`src/rtl/grey_statis_acc.sv`:
```
// grey_statis_acc
// Grey-statistics accumulator and result holder. Sums and counts pixels while
// the AOI frame and line valids are high, captures the totals at frame end and
// presents them on the output ports on a rising edge of the interrupt pin. The
// firmware therefore always reads a sum/count pair that belongs to one frame.

module grey_statis_acc #(
  parameter int SENSOR_DAT_WIDTH  = 10,
  parameter int GREY_OFFSET_WIDTH = 12,
  parameter int GREY_STATIS_WIDTH = 48
) (
  input  logic                           clk,
  input  logic                           reset_n,
  input  logic                           i_fval,
  input  logic                           i_lval,
  input  logic [SENSOR_DAT_WIDTH-1:0]    iv_pix_data,
  input  logic                           i_interrupt_en,
  input  logic                           i_interrupt_pin,
  output logic [GREY_STATIS_WIDTH-1:0]   ov_grey_statis_sum,
  output logic [2*GREY_OFFSET_WIDTH-1:0] ov_grey_pix_cnt,
  output logic                           o_statis_overflow,
  output logic                           o_statis_done
);

  localparam int CNT_W = 2 * GREY_OFFSET_WIDTH;
  localparam int PAD_W = GREY_STATIS_WIDTH - SENSOR_DAT_WIDTH;

  // WAIT_LOW keeps a frame that was already running at reset release out of
  // the statistics; only frames whose rising edge we actually see are summed.
  typedef enum logic [1:0] {
    WAIT_LOW = 2'd0,
    IDLE     = 2'd1,
    ACC      = 2'd2
  } state_t;

  state_t                   state_q, state_d;
  logic                     fval_dly_q, fval_dly_d;
  logic                     int_dly_q, int_dly_d;

  logic [GREY_STATIS_WIDTH-1:0] acc_sum_q, acc_sum_d;
  logic [CNT_W-1:0]             acc_cnt_q, acc_cnt_d;
  logic                         acc_ovf_q, acc_ovf_d;

  logic [GREY_STATIS_WIDTH-1:0] frame_sum_q, frame_sum_d;
  logic [CNT_W-1:0]             frame_cnt_q, frame_cnt_d;
  logic                         frame_ovf_q, frame_ovf_d;
  logic                         frame_valid_q, frame_valid_d;

  logic [GREY_STATIS_WIDTH-1:0] out_sum_q, out_sum_d;
  logic [CNT_W-1:0]             out_cnt_q, out_cnt_d;
  logic                         out_ovf_q, out_ovf_d;
  logic                         done_q, done_d;

  logic                         fval_rise_s;
  logic                         fval_fall_s;
  logic                         int_rise_s;
  logic                         frame_end_s;
  logic                         pix_take_s;
  logic [GREY_STATIS_WIDTH-1:0] pix_ext_s;
  logic [GREY_STATIS_WIDTH:0]   sum_add_s;
  logic                         cnt_full_s;

  // Edge detection on frame valid and interrupt pin, plus datapath helpers.
  always_comb begin
    fval_dly_d  = i_fval;
    int_dly_d   = i_interrupt_pin;
    fval_rise_s = i_fval & ~fval_dly_q;
    fval_fall_s = ~i_fval & fval_dly_q;
    int_rise_s  = i_interrupt_pin & ~int_dly_q;
    frame_end_s = (state_q == ACC) & fval_fall_s;
    pix_take_s  = i_fval & i_lval;
    pix_ext_s   = {{PAD_W{1'b0}}, iv_pix_data};
    sum_add_s   = {1'b0, acc_sum_q} + {1'b0, pix_ext_s};
    cnt_full_s  = &acc_cnt_q;
  end

  // State register and all other flops.
  always_ff @(posedge clk or negedge reset_n) begin
    if (!reset_n) begin
      state_q       <= WAIT_LOW;
      fval_dly_q    <= 1'b0;
      int_dly_q     <= 1'b0;
      acc_sum_q     <= {GREY_STATIS_WIDTH{1'b0}};
      acc_cnt_q     <= {CNT_W{1'b0}};
      acc_ovf_q     <= 1'b0;
      frame_sum_q   <= {GREY_STATIS_WIDTH{1'b0}};
      frame_cnt_q   <= {CNT_W{1'b0}};
      frame_ovf_q   <= 1'b0;
      frame_valid_q <= 1'b0;
      out_sum_q     <= {GREY_STATIS_WIDTH{1'b0}};
      out_cnt_q     <= {CNT_W{1'b0}};
      out_ovf_q     <= 1'b0;
      done_q        <= 1'b0;
    end else begin
      state_q       <= state_d;
      fval_dly_q    <= fval_dly_d;
      int_dly_q     <= int_dly_d;
      acc_sum_q     <= acc_sum_d;
      acc_cnt_q     <= acc_cnt_d;
      acc_ovf_q     <= acc_ovf_d;
      frame_sum_q   <= frame_sum_d;
      frame_cnt_q   <= frame_cnt_d;
      frame_ovf_q   <= frame_ovf_d;
      frame_valid_q <= frame_valid_d;
      out_sum_q     <= out_sum_d;
      out_cnt_q     <= out_cnt_d;
      out_ovf_q     <= out_ovf_d;
      done_q        <= done_d;
    end
  end

  // Next-state logic of the frame tracker.
  always_comb begin
    state_d = state_q;
    case (state_q)
      WAIT_LOW: begin
        if (!i_fval) begin
          state_d = IDLE;
        end else begin
          state_d = WAIT_LOW;
        end
      end
      IDLE: begin
        if (fval_rise_s) begin
          state_d = ACC;
        end else begin
          state_d = IDLE;
        end
      end
      ACC: begin
        if (fval_fall_s) begin
          state_d = IDLE;
        end else begin
          state_d = ACC;
        end
      end
      default: begin
        state_d = WAIT_LOW;
      end
    endcase
  end

  // Accumulator and per-frame capture; the rise edge restarts the sums with
  // the pixel present on that edge so the first pixel of a frame is not lost.
  always_comb begin
    acc_sum_d   = acc_sum_q;
    acc_cnt_d   = acc_cnt_q;
    acc_ovf_d   = acc_ovf_q;
    frame_sum_d = frame_sum_q;
    frame_cnt_d = frame_cnt_q;
    frame_ovf_d = frame_ovf_q;
    done_d      = 1'b0;
    case (state_q)
      IDLE: begin
        if (fval_rise_s) begin
          if (i_lval) begin
            acc_sum_d = pix_ext_s;
          end else begin
            acc_sum_d = {GREY_STATIS_WIDTH{1'b0}};
          end
          acc_cnt_d = {{(CNT_W-1){1'b0}}, i_lval};
          acc_ovf_d = 1'b0;
        end else begin
          acc_ovf_d = acc_ovf_q;
        end
      end
      ACC: begin
        if (fval_fall_s) begin
          frame_sum_d = acc_sum_q;
          frame_cnt_d = acc_cnt_q;
          frame_ovf_d = acc_ovf_q;
          done_d      = 1'b1;
        end else if (pix_take_s) begin
          if (sum_add_s[GREY_STATIS_WIDTH]) begin
            acc_sum_d = {GREY_STATIS_WIDTH{1'b1}};
            acc_ovf_d = 1'b1;
          end else begin
            acc_sum_d = sum_add_s[GREY_STATIS_WIDTH-1:0];
          end
          if (cnt_full_s) begin
            acc_cnt_d = acc_cnt_q;
          end else begin
            acc_cnt_d = acc_cnt_q + {{(CNT_W-1){1'b0}}, 1'b1};
          end
        end else begin
          done_d = 1'b0;
        end
      end
      default: begin
        done_d = 1'b0;
      end
    endcase
  end

  // Result hand-off to the ports; a pin rise always publishes the pre-edge
  // frame results, even when a new frame ends on the same edge.
  always_comb begin
    out_sum_d = out_sum_q;
    out_cnt_d = out_cnt_q;
    out_ovf_d = out_ovf_q;
    if (int_rise_s && frame_valid_q) begin
      out_sum_d = frame_sum_q;
      out_cnt_d = frame_cnt_q;
      out_ovf_d = frame_ovf_q;
    end else begin
      out_ovf_d = out_ovf_q;
    end

    if (frame_end_s) begin
      frame_valid_d = i_interrupt_en;
    end else if (int_rise_s && frame_valid_q) begin
      frame_valid_d = 1'b0;
    end else if (!i_interrupt_en) begin
      frame_valid_d = 1'b0;
    end else begin
      frame_valid_d = frame_valid_q;
    end
  end

  assign ov_grey_statis_sum = out_sum_q;
  assign ov_grey_pix_cnt    = out_cnt_q;
  assign o_statis_overflow  = out_ovf_q;
  assign o_statis_done      = done_q;

endmodule

```
`config.mk`:
```
export PLATFORM = sky130hd
export DESIGN_NAME = grey_statis_acc
export DESIGN_NICKNAME = d
export VERILOG_FILES = /design/src/rtl/grey_statis_acc.sv
export SDC_FILE = /design/constraint.sdc
export NUM_CORES = 1
export LEC_CHECK = 0
export CAP_MARGIN = 20
export CORE_ASPECT_RATIO = 1.1
export CORE_MARGIN = 2
export CORE_UTILIZATION = 53
export CTS_BUF_LIST = sky130_fd_sc_hd__clkbuf_8
export DETAILED_ROUTE_END_ITERATION = 8
export DONT_BUFFER_PORTS = 1
export GPL_ROUTABILITY_DRIVEN = 0
export GPL_TIMING_DRIVEN = 0
export PLACE_DENSITY = 0.71
export RECOVER_POWER = 25
export SLEW_MARGIN = 20
export SYNTH_ARGS = -nofsm -noshare
export SYNTH_HDL_FRONTEND = slang
export SYNTH_SLANG_ARGS = --single-unit
```
`constraint.sdc`:
```
create_clock -name clk -period 2.2 [get_ports clk]
set_input_delay 0.44 -clock clk [delete_from_list [all_inputs] [get_ports clk]]
set_output_delay 0.44 -clock clk [all_outputs]
set_load 0.01 [all_outputs]
```
---- After elaboration in Yosys (flattened, before gate mapping) ----
Index checks and enable logic that the tools add are counted.
W data, S select, Z words.
storage, ports and cells
  memory bits (read-only) ................. 0
  output and inout bits ................... 74
  memories kept ........................... 0
  RAM bits ................................ 0
  latch bits .............................. 0
  bits in registers ....................... 225
  input port bits ......................... 16
  logic and storage cells ................. 65
cells by class
  bitwise operators ....................... 8
  divide/modulo/power cells ............... 0
  add/subtract/negate cells ............... 2
  equal/unequal tests ..................... 8
  $mul .................................... 0
  muxes and demuxes ....................... 25
  shift operators ......................... 0
  reduce and logical (&&, ||, !) cells .... 8
  $lt $le $gt $ge ......................... 0
operators by type and width
  operator                 count
  $mux W48                 4
  $mux W24                 4
  $pmux W48 S2             1
  $add A48 B10 Y49         1
  $pmux W24 S2             1
  $add A24 B1 Y24 const B  1
  $reduce_and A24 Y1       1
  $mux W1                  10
  $mux W10                 1
  $ne A2 B2 Y1 const B     5
  $reduce_and A5 Y1        2
  $pmux W2 S3              1
  $and A1 B1 Y1            5
  $mux W2                  2
  $reduce_and A4 Y1        1
  $ne A3 B1 Y1 const B     1
  $not A1 Y1               3
  $eq A2 B1 Y1 const B     1
  $eq A2 B2 Y1 const B     1
  $logic_not A2 Y1         1
  $pmux W1 S2              1
  $reduce_and A2 Y1        1
  $reduce_bool A2 Y1       1
  $logic_and A1 B1 Y1      1

---- Depth between registers and ports, before layout ----
  depth after elaboration ................. 5
  gate-level depth with buffers ........... 10
  depth with buffers taken out ............ 9

---- Worst setup path after synthesis ----
OpenSTA, ideal clock, no wires.
  kind .................................... input-to-reg
  from .................................... input iv_pix_data[0]
  to ...................................... register acc_sum_q[40]
  arrival time ............................ 2330 ps
  setup time .............................. 132 ps
  path slack .............................. -262 ps
  path buffers ............................ 1
  data required time ...................... 2068 ps
  stages on the path ...................... 10
  cell sequence ........................... ha_1 inv_1 fa_1 nand2b_1 a21oi_1 nor2_1 buf_2 nor4_1 mux2i_1 nand3_1
on the way
  cells in the longest elaborated chain, start to end .. 5
RTL lines
  item                  RTL line  text
  start, declared       16        input logic [SENSOR_DAT_WIDTH-1:0] iv_pix_data,
  $add A48 B10 Y49      73        sum_add_s = {1'b0, acc_sum_q} + {1'b0, pix_ext_s};
  $mux W48              174       if (sum_add_s[GREY_STATIS_WIDTH]) begin
  $mux W48              173       end else if (pix_take_s) begin
  $mux W48              168       if (fval_fall_s) begin
  $pmux W48 S2          153       case (state_q)
  end signal, assigned  83        acc_sum_q <= {GREY_STATIS_WIDTH{1'b0}};
  end signal, assigned  98        acc_sum_q <= acc_sum_d;
  end, declared         40        logic [GREY_STATIS_WIDTH-1:0] acc_sum_q, acc_sum_d;
Every way passes these cells. The select of a mux whose other input is x is not followed.
A chain may end at the register's enable or synchronous reset.

---- Worst setup path after layout ----
  from .................................... register acc_sum_q[6]
  to ...................................... register acc_sum_q[41]
on the way
  cells in the longest elaborated chain, start to end .. 5
RTL lines
  item              RTL line
  $add A48 B10 Y49  73
  $mux W48          174
  $mux W48          173
  $mux W48          168
  $pmux W48 S2      153
Every way passes these cells. The select of a mux whose other input is x is not followed.

==> results.md <==
- WP data required: 2.62 ns
- Gr usage total: 0.2389
- P&R area growth vs syn: 18.54%
- Top layer in use: met4
- Ys flop type: dfrtp_1
- Failing checks: negative hold slack, negative setup slack
- Leakage: 5.987 nW
- Dpl ws: -0.5277 ns
- Layout Cells excl Fill: 1273
- H-tree depth: 2
- # rows: 54
- Worst path max stage delay: 0.41 ns
- CORE AREA: 0.01973 mm^2
- Detailed Route WL: 26150 um
- Hold_buf cts: 2
- HP Class: input pin to asynchronous set/reset pin
- Post-Route M1 WL: 10280 um
- Layout cells sized above 1: 0.3497
- Vias in the first global route: 7919
- Count leader, synth: dfrtp_1
- Reg2reg setup slack: -0.19 ns
- CTS tree: built
- Dominant cell type by area after synthesis: dfrtp_1
- Pwr Density: 795.6 mW/mm^2
- Fmax achieved: 418.0 MHz
- Initial Util: 0.5384
- Asr flop ratio synth: 1.000
- CTS Buf Count: 36
- Area of placed instances: 0.01102 mm^2
- Port bufs: 0
- Crit-path cells: ha_4 -> a211oi_4 -> nor2_4 -> o22a_2 -> and4_4 -> buf_6 -> buf_12 -> o21a_1 -> o211a_1
- Pre-Repair DR Iteration Count: 5
- Clk pin slew, worst setup/hold paths: 0.06 ns
- Largest net degree at the start of global routing: 226
- Post-Syn Instances: 925
- Critical path endpoint category: flip-flop
- Yosys top cell area share: 0.5300
- Largest cells by area after synthesis: dfrtp_1 (53%), mux2_2 (15%), nand2_1 (2.3%)
- Outcome: complete, but fails checks
- # IOs: 90
- CTS sink count: 225
- Final Skew: 0.02498 ns
- Worst Max-Slew Pin Slew: 0.6423 ns
- Met2 wire len: 12800 um
- Syn nets: 953
- R2r worst-path depth: 9
- Seq/Total Area, Yosys: 0.5300
- Relative slew margins: 0.5718
- RSZ-0062 raised after global routing: yes
- Syn Std Cell Area: 0.01062 mm^2
- Synth cell count leaders: dfrtp_1 (225), mux2_2 (146), nand2_1 (65)
- Longest Clk Path Bufs: 3
- Critical-path maximum fanout: 5
- Die height: 152.5 um
- Yosys warnings: 0
- Reg2Reg Launch Point: acc_sum_q[6]
- Drc violations: 0
- Minimum hold slack: -0.3874 ns
- DIE AREA: 0.02119 mm^2
- Netlist cell types: 74
- Maxcap violations: 0
- Worst r2r dst: acc_sum_q[41]
- N_diodes: 0
- Clk root buf: clkbuf_8
- Yosys reg bits: 225
- Final setup violation count: 42
- Initial DRC Count: 671
- Slowest-stage cell, CP: dfrtp_1
- Crit path launch type: flip-flop
- Setup CP Type: flip-flop to flip-flop
- Crit path buffers/inverters: 2
- Count of final hold-check violations: 225
- Worst-skew pair later-pin latency: 0.53 ns
- Routed wire per std cell: 20.54 um
- Maximum vdd drop: 0.0005649 V
- Stages on the worst setup path: 9
- Crit path time final: 2.392 ns
- WP data arrival: 2.81 ns
- Fillcell total: 1513
- Final Max Slew Viols: 0
- First-pass GRT wire length: 41200 um
- Final instance area: 0.01259 mm^2
- Final setup margin: -0.1921 ns
- DR vias: 8011
- Initial antenna violation count: 0
- GRT overflow: 0
- Antenna-violating nets left: 0
- Number of synthesized flops with an enable pin: 0
- Nets: 1023
- Met3 routed WL: 1983 um
- Placed Cells: 1177
- Mapped Avg Cell Area: 11.48 um^2
- Period utilization: 1.087
- DPL Wire Length: 16970 um
- Chip width: 139.0 um
- Via-to-Cell Ratio: 6.293
- Family with the most delay on the worst path: compound AO/OA/AOI/OAI gates
==> worst reg2reg max path, delay by kind of cell, from the launching register on <==
family,cells,cell delay [ns]
AOI/OAI and AO/OA,4,0.99
and+or+nand+nor,2,0.33
buffers and inverters,2,0.27
adders and majority gates,1,0.28
DFF,1,0.41
==> per-stage QoR <==
| stage | TNS (ns) | util | power (mW) |
|---|---|---|---|
| final | -3.374 | 0.6383 | 10.02 |
| after global routing | -6.209 | 0.6383 | 10.43 |
| after CTS | -0.8437 | 0.6185 | 9.798 |
| after detailed placement | -47.86 | 0.5585 | 5.674 |
| after global placement | -45.85 | 0.5585 | 5.645 |
| after floorplan | -0.001679 | - | 5.384 |
==> registers in the layout, indices dropped and copies added, names as in the netlist <==
register / cells
frame_sum_q: 48
ov_grey_pix_cnt: 24
state_q: 2
fval_dly_q: 1
ov_grey_statis_sum: 48
frame_cnt_q: 24
acc_ovf_q: 1
acc_sum_q: 48
int_dly_q: 1
o_statis_done: 1
frame_valid_q: 1
frame_ovf_q: 1
o_statis_overflow: 1
acc_cnt_q: 24
==> where the power goes <==
part | switching, mW | total (mW) | leakage (nW) | internal (mW)
clock network | 1.64 | 3.84 | 0.435 | 2.19
registers | 0.145 | 4.45 | 3.10 | 4.31
logic | 0.972 | 1.73 | 2.45 | 0.755
==> what timing repair did <==
action,4_1_cts,5_1_grt
cloned,2,0
gates resized for setup,64,58
hold endpoints to repair,227,225
buffers inserted,17,16
endpoints found under the setup margin,192,122
pin swaps,15,30
==> area by class of cell <==
cell class | count | area (um^2) | share of cell area
Buffer | 42 | 221.5 | 0.01759
Clock buffer | 48 | 660.6 | 0.05246
Clock inverter | 16 | 127.6 | 0.01014
Inverter | 15 | 56.30 | 0.004471
Multi-Input combinational cell | 639 | 5254 | 0.4172
Sequential cell | 225 | 5634 | 0.4474
Tap cell | 252 | 315.3 | 0.02504
Timing Repair Buffer | 36 | 322.8 | 0.02564
==> per-layer routing <==
layer  track usage  up-vias
li1              -     3568
met1        0.2980     3980
met2        0.3910      353
met3       0.06034      110
met4        0.1150        0
met5             0        -
==> logic make-up (layout without fill, tap and decap cells) <==
| family | Yosys count | in the layout | synth area share |
|---|---|---|---|
| buf+inv | 61 | 157 | 0.02332 |
| fa+ha+maj | 12 | 12 | 0.01484 |
| flops | 225 | 225 | 0.5300 |
| compound gates | 159 | 159 | 0.09824 |
| xor+xnor | 19 | 19 | 0.01567 |
| mux | 149 | 149 | 0.1576 |
| simple gates | 300 | 300 | 0.1603 |
==> worst max-delay path by stage <==
stage | slack (ns) | from | endpoint
2_1_floorplan | -0.002 | iv_pix_data[0] | acc_sum_q[31]
3_3_place_gp | -0.56 | iv_pix_data[0] | acc_sum_q[31]
3_5_place_dp | -0.53 | iv_pix_data[6] | acc_sum_q[31]
4_1_cts | -0.08 | acc_sum_q[0] | acc_sum_q[44]
5_1_grt | -0.23 | acc_sum_q[6] | acc_sum_q[41]
6_report | -0.19 | acc_sum_q[6] | acc_sum_q[41]
==> layout by cell type (no fill, tap or decap), types with 5 or more instances in the layout <==
cell type	synthesis	final
clkinv_2	0	5
nor2_4	0	6
and4_1	10	9
buf_6	0	9
inv_1	14	20
clkbuf_4	0	5
nor3_1	21	13
xor2_1	12	12
nand2_1	65	59
nand4_1	26	26
nand2b_1	7	6
buf_4	1	26
nand2_2	1	6
xnor2_1	7	7
nor4_1	9	6
a21oi_1	39	34
nor3_2	2	7
ha_4	0	8
mux2_2	146	146
o21a_1	6	6
and3_1	18	18
nor4_4	3	8
or3_1	9	8
clkbuf_8	0	48
o21ai_1	9	7
o21ai_0	34	31
a31oi_1	9	9
buf_2	12	10
clkbuf_1	29	14
dfrtp_1	225	222
clkbuf_2	0	8
nand3_1	36	35
and2_1	11	11
nor2_1	56	46
Note: power is estimated with default switching activity, not from simulation.
